$ cat config.mk
export PLATFORM = sky130hd
export DESIGN_NAME = mem_ctrl
export DESIGN_NICKNAME = d
export VERILOG_FILES = /design/src/rtl/mem_ctrl_pkg.sv /design/src/rtl/mem_ctrl.sv
export SDC_FILE = /design/constraint.sdc
export NUM_CORES = 1
export LEC_CHECK = 0
export CORE_MARGIN = 5
export CORE_UTILIZATION = 30
export DETAILED_ROUTE_END_ITERATION = 7
export PLACE_DENSITY = 0.58
export SYNTH_ARGS = -nofsm -noshare
export SYNTH_HDL_FRONTEND = slang
export SYNTH_SLANG_ARGS = --single-unit
$ cat constraint.sdc
create_clock -name clk -period 5.22 [get_ports clk]
set_input_delay 0.783 -clock clk [delete_from_list [all_inputs] [get_ports clk]]
set_output_delay 0.783 -clock clk [all_outputs]
set_load 0.005 [all_outputs]
$ cat src/rtl/mem_ctrl_pkg.sv
// Shared types and constants for the byte-serialising memory controller.
package mem_ctrl_pkg;

  localparam int unsigned RamAwDefault = 17;

  typedef enum logic [2:0] {
    McIdle,
    McIfRd,
    McMemRd,
    McMemWr,
    McDone
  } mc_state_e;

  localparam logic [1:0] LenByte = 2'b00;
  localparam logic [1:0] LenHalf = 2'b01;
  localparam logic [1:0] LenWord = 2'b10;

  // 2'b11 is treated as a word access.
  function automatic logic [2:0] byte_count(logic [1:0] len);
    case (len)
      LenByte: return 3'd1;
      LenHalf: return 3'd2;
      LenWord: return 3'd4;
      default: return 3'd4;
    endcase
  endfunction

endpackage

$ cat src/rtl/mem_ctrl.sv
// Arbitrates IF and MEM requests onto a byte-wide synchronous RAM, assembling
// little-endian reads and splitting stores into byte writes.
module mem_ctrl
  import mem_ctrl_pkg::*;
#(
  parameter int unsigned RAM_AW = RamAwDefault
) (
  input  logic              clk,
  input  logic              rst,
  input  logic              if_req,
  input  logic [31:0]       if_addr,
  input  logic              if_flush,
  output logic [31:0]       if_data,
  output logic              if_done,
  input  logic              mem_req,
  input  logic              mem_we,
  input  logic [1:0]        mem_len,
  input  logic [31:0]       mem_addr,
  input  logic [31:0]       mem_wdata,
  output logic [31:0]       mem_rdata,
  output logic              mem_done,
  output logic [RAM_AW-1:0] ram_addr,
  output logic              ram_we,
  output logic [7:0]        ram_wdata,
  input  logic [7:0]        ram_rdata
);

  mc_state_e         state_q, state_d;
  logic [2:0]        cnt_q, cnt_d;
  logic [2:0]        n_q, n_d;
  logic [31:0]       wdata_q, wdata_d;
  logic [31:0]       buf_q, buf_d;
  logic [RAM_AW-1:0] ram_addr_q, ram_addr_d;
  logic              ram_we_q, ram_we_d;
  logic [7:0]        ram_wdata_q, ram_wdata_d;
  logic              if_done_q, if_done_d;
  logic              mem_done_q, mem_done_d;
  logic [31:0]       if_data_q, if_data_d;
  logic [31:0]       mem_rdata_q, mem_rdata_d;

  logic [1:0]        rd_idx;
  logic [1:0]        wr_idx;
  logic [31:0]       assembled;

  // Upper address bits lie outside the RAM and are ignored.
  logic unused_addr;
  assign unused_addr = ^{if_addr[31:RAM_AW], mem_addr[31:RAM_AW]};

  // cnt_q counts edges since the request was sampled; the byte on ram_rdata
  // now was addressed two edges ago.
  assign rd_idx = 2'(cnt_q - 3'd2);
  assign wr_idx = cnt_q[1:0];

  always_comb begin
    assembled = buf_q;
    assembled[{rd_idx, 3'b000} +: 8] = ram_rdata;
  end

  always_comb begin
    state_d     = state_q;
    cnt_d       = cnt_q;
    n_d         = n_q;
    wdata_d     = wdata_q;
    buf_d       = buf_q;
    ram_addr_d  = ram_addr_q;
    ram_we_d    = 1'b0;
    ram_wdata_d = ram_wdata_q;
    if_done_d   = 1'b0;
    mem_done_d  = 1'b0;
    if_data_d   = if_data_q;
    mem_rdata_d = mem_rdata_q;

    unique case (state_q)
      McIdle: begin
        if (mem_req) begin
          state_d    = mem_we ? McMemWr : McMemRd;
          n_d        = byte_count(mem_len);
          wdata_d    = mem_wdata;
          buf_d      = '0;
          ram_addr_d = mem_addr[RAM_AW-1:0];
          cnt_d      = 3'd1;
          if (mem_we) begin
            ram_we_d    = 1'b1;
            ram_wdata_d = mem_wdata[7:0];
          end
        end else if (if_req && !if_flush) begin
          state_d    = McIfRd;
          n_d        = 3'd4;
          buf_d      = '0;
          ram_addr_d = if_addr[RAM_AW-1:0];
          cnt_d      = 3'd1;
        end
      end
      McIfRd, McMemRd: begin
        if (state_q == McIfRd && if_flush) begin
          state_d = McIdle;
          cnt_d   = '0;
        end else begin
          if (cnt_q >= 3'd2) buf_d = assembled;
          if (cnt_q < n_q) ram_addr_d = ram_addr_q + RAM_AW'(1);
          cnt_d = cnt_q + 3'd1;
          if (cnt_q == n_q + 3'd1) begin
            state_d = McDone;
            cnt_d   = '0;
            if (state_q == McIfRd) begin
              if_data_d = assembled;
              if_done_d = 1'b1;
            end else begin
              mem_rdata_d = assembled;
              mem_done_d  = 1'b1;
            end
          end
        end
      end
      McMemWr: begin
        if (cnt_q < n_q) begin
          ram_addr_d  = ram_addr_q + RAM_AW'(1);
          ram_we_d    = 1'b1;
          ram_wdata_d = wdata_q[{wr_idx, 3'b000} +: 8];
          cnt_d       = cnt_q + 3'd1;
        end else begin
          state_d    = McDone;
          cnt_d      = '0;
          mem_done_d = 1'b1;
        end
      end
      McDone:  state_d = McIdle;
      default: state_d = McIdle;
    endcase
  end

  always_ff @(posedge clk or negedge rst) begin
    if (!rst) begin
      state_q     <= McIdle;
      cnt_q       <= '0;
      n_q         <= '0;
      wdata_q     <= '0;
      buf_q       <= '0;
      ram_addr_q  <= '0;
      ram_we_q    <= 1'b0;
      ram_wdata_q <= '0;
      if_done_q   <= 1'b0;
      mem_done_q  <= 1'b0;
      if_data_q   <= '0;
      mem_rdata_q <= '0;
    end else begin
      state_q     <= state_d;
      cnt_q       <= cnt_d;
      n_q         <= n_d;
      wdata_q     <= wdata_d;
      buf_q       <= buf_d;
      ram_addr_q  <= ram_addr_d;
      ram_we_q    <= ram_we_d;
      ram_wdata_q <= ram_wdata_d;
      if_done_q   <= if_done_d;
      mem_done_q  <= mem_done_d;
      if_data_q   <= if_data_d;
      mem_rdata_q <= mem_rdata_d;
    end
  end

  assign ram_addr  = ram_addr_q;
  assign ram_we    = ram_we_q;
  assign ram_wdata = ram_wdata_q;
  assign if_done   = if_done_q;
  assign mem_done  = mem_done_q;
  assign if_data   = if_data_q;
  assign mem_rdata = mem_rdata_q;

endmodule
==> flow_metrics.env <==
export IMPL_die_w_um=170
export IMPL_design_area_um2=10300
export IMPL_grt_max_degree=67
export IMPL_seq_power_share_pct=36.9
export IMPL_critPathKind="flip-flop to flip-flop"
export IMPL_max_cap_violations=0
export IMPL_slew_violations=0
export IMPL_end_kind="flip-flop"
export IMPL_critPathLaunchType="flip-flop"
export IMPL_nets=1046
export IMPL_rows=58
export IMPL_synth_top_area_share_pct=53.5
export IMPL_cts_setup_buffers=0
export IMPL_overflow=0
export IMPL_synth_fp_nets=899
export IMPL_antenna_found_initial=0
export IMPL_cpPeakStageDelay_ns=0.83
export IMPL_crit_family="buffers and inverters"
export IMPL_wl_per_cell_um=16.0
export IMPL_synthCells=776
export IMPL_ys_types=54
export IMPL_ir_worst_vdd_mv=0.225
export IMPL_min_path_type="input pin to asynchronous set/reset pin"
export IMPL_synth_common_cells="165 x dfrtp_1, 151 x nand2_1, 69 x a21oi_1"
export IMPL_fin_crit_sh_pct=61.3
export IMPL_htree_levels=4
export IMPL_cts_buffer_depth=2
export IMPL_cts_sinks=165
export IMPL_syn_area_um2=7710
export IMPL_hold_viol=0
export IMPL_syn_avg_cell_area_um2=9.94
export IMPL_ctsHoldBuffers=0
export IMPL_cts_buffers_inserted=17
export IMPL_relSlewSlack_pct=26.3
export IMPL_die_area_um2=29000
export IMPL_gp_congestion=0.759
export IMPL_vias=6014
export IMPL_pre_cts_slack_ns=1.91
export IMPL_placed_cell_area_um2=9660
export IMPL_yosysWarnings=0
export IMPL_port_buffer_count=173
export IMPL_final_setup_viol_count=0
export IMPL_tns_ns=0
export IMPL_cp_slowest_cell="dfrtp_1"
export IMPL_power_frac_clock_pct=24.0
export IMPL_yosys_area_top_type="dfrtp_1"
export IMPL_worstPathArrival_ns=3.55
export IMPL_combPwrFrac_pct=39.1
export IMPL_dp_hpwl_um=14100
export IMPL_cts_reportedPaths_clkPinSlew_ns=0.07
export IMPL_areaGrowthSynthToFinish_pct=33.4
export IMPL_cp_required_ns=5.57
export IMPL_rsz0062_at_grt="false"
export IMPL_synthTopCellsByArea="dfrtp_1 54%, nand2_1 7.4%, a21oi_1 4.5%, a22o_1 4.0%, nor2b_1 3.4%"
export IMPL_cts_root_buf="clkbuf_16"
export IMPL_status="finished clean"
export IMPL_layout_setup_ws_ns=2.02
export IMPL_initial_core_util_pct=30.5
export IMPL_die_h_um=170
export IMPL_cts_tree="built"
export IMPL_drc=0
export IMPL_p_per_area_nw_per_um2=539
export IMPL_max_clock_freq_ghz=0.312
export IMPL_worstPathCellList="inv_1 -> ha_1 -> or3_4 -> nor3b_4 -> buf_4 -> nor2_1 -> a21oi_2"
export IMPL_core_region_area_um2=25300
export IMPL_crit_buf_inv=2
export IMPL_grt_pass1_wl_um=32900
export IMPL_ant_nets=0
export IMPL_final_layout_size_suffix_gt1_share_pct=8.33
export IMPL_yosysMostFrequentCell="dfrtp_1"
export IMPL_cts_resized=0
export IMPL_skew_ns=0.0116
export IMPL_worstPathMaxFanout=64
export IMPL_clk_latency_ns=0.42
export IMPL_worst_slew_pin_slew_ns=1.10
export IMPL_synthArstFlopShare_pct=100
export IMPL_grt_pass1_vias=5918
export IMPL_swShare_pct=35.1
export IMPL_avgViaCountPerCell=4.75
export IMPL_routed_wirelength_um=20200
export IMPL_p_sw_mw=1.95
export IMPL_yosys_most_used_dff="dfrtp_1"
export IMPL_drtPass1Iterations=4
export IMPL_ys_seq_area_share_pct=53.5
export IMPL_p_leak_nw=4.52
export IMPL_num_antenna_cells=0
export IMPL_ys_ff_latch=165
export IMPL_drt_iter0_drc=380
export IMPL_grt_usage_pct=14.2
export IMPL_min_period_ns=3.20
export IMPL_synth_edf_count=0
export IMPL_p_int_mw=3.60
export IMPL_num_io_pins=204
-- layout make-up --
cell class,count,area [um2]
clock buffers,19,453
clock inverters,13,170
fillers,2547,15000
inverters,13,48.8
multi-input cells,545,3280
flip-flops and latches,165,4130
well taps,330,413
repair buffers,181,1790
-- worst paths after layout --
path / start / endpoint / slack, ns / depth (start not counted)
max: cnt_q[0]$_DFFE_PN0P_ / mem_rdata[1]$_DFFE_PN0P_ / 2.02 / 7
min: rst / if_data[5]$_DFFE_PN0P_ / 0.34 / 1
max reg2reg: cnt_q[0]$_DFFE_PN0P_ / mem_rdata[1]$_DFFE_PN0P_ / 2.02 / 7
min reg2reg: wdata_q[25]$_DFFE_PN0P_ / wdata_q[25]$_DFFE_PN0P_ / 0.47 / 2
max in group asynchronous: rst / ram_addr[13]$_DFFE_PN0P_ / 3.73 / 2
min in group clk: wdata_q[25]$_DFFE_PN0P_ / wdata_q[25]$_DFFE_PN0P_ / 0.47 / 2
-- flip-flops by register name (all words and copies together), names as in the netlist --
signal and cells:
wdata_q 32, if_data 32, ram_we 1, mem_done 1
if_done 1, mem_rdata 32, buf_q 32, cnt_q 3
n_q 3, ram_addr 17, state_q 3, ram_wdata 8
-- cells by family after synthesis --
| logic type | after synthesis | share of synthesized area, % |
|---|---|---|
| flops | 165 | 53.5 |
| buf+inv | 66 | 4.02 |
| xor+xnor | 2 | 0.422 |
| mux | 28 | 5.00 |
| compound gates | 222 | 18.5 |
| simple gates | 282 | 16.7 |
| fa+ha+maj | 11 | 1.78 |
-- cell usage in the layout (no fill, tap or decap), drive strengths merged, types with 3 or more instances in the layout --
cell type      synthesis  layout
clkdlybuf4s50          0     172
dfrtp                165     165
nand2                151     151
a21oi                 86      86
o21ai                 60      60
nor2                  48      48
nor2b                 42      42
a22o                  35      35
clkbuf                17      19
inv                   13      17
mux2i                 16      16
ha                    11      11
nand3                 10      10
and3                   9       9
buf                   36       9
mux4                   8       8
a31oi                  6       6
a211oi                 5       5
o22a                   5       5
nor3                   5       5
mux2                   4       4
clkinv                 0       4
o21bai                 3       3
a2bb2oi                3       3
bufinv                 0       3
nand3b                 3       3
-- power by group through the flow --
stage,Sequential [mW],Clock [mW],Combinational (mW)
2_1_floorplan,1.98,0,1.33
3_3_place_gp,2.08,0,2.17
3_5_place_dp,2.08,0,2.20
4_1_cts,2.06,1.37,2.21
5_1_grt,2.13,1.42,2.45
6_report,2.05,1.33,2.17
-- layer usage --
metal / vias to the layer above / part of all wire (%) / track usage (%) / routed length (um)
met4: 0 / 0.55 / 2.81 / 112
met2: 145 / 47 / 22.3 / 9480
met1: 2873 / 47 / 19.9 / 9450
met3: 6 / 5.7 / 3.67 / 1160
li1: 2990 / - / - / -
met5: - / 0 / 0 / 0
-- stage by stage --
step	hold slack [ns]	std cells	utilization (%)	total power, mW
3_3_place_gp	0.455	1234	38.3	4.25
5_1_grt	0.376	1266	40.7	6.01
2_1_floorplan	0.440	776	-	3.31
3_5_place_dp	0.458	1234	38.3	4.29
6_report	0.339	1266	40.7	5.55
4_1_cts	0.367	1266	40.7	5.64
(Power assumes the default switching activity.)
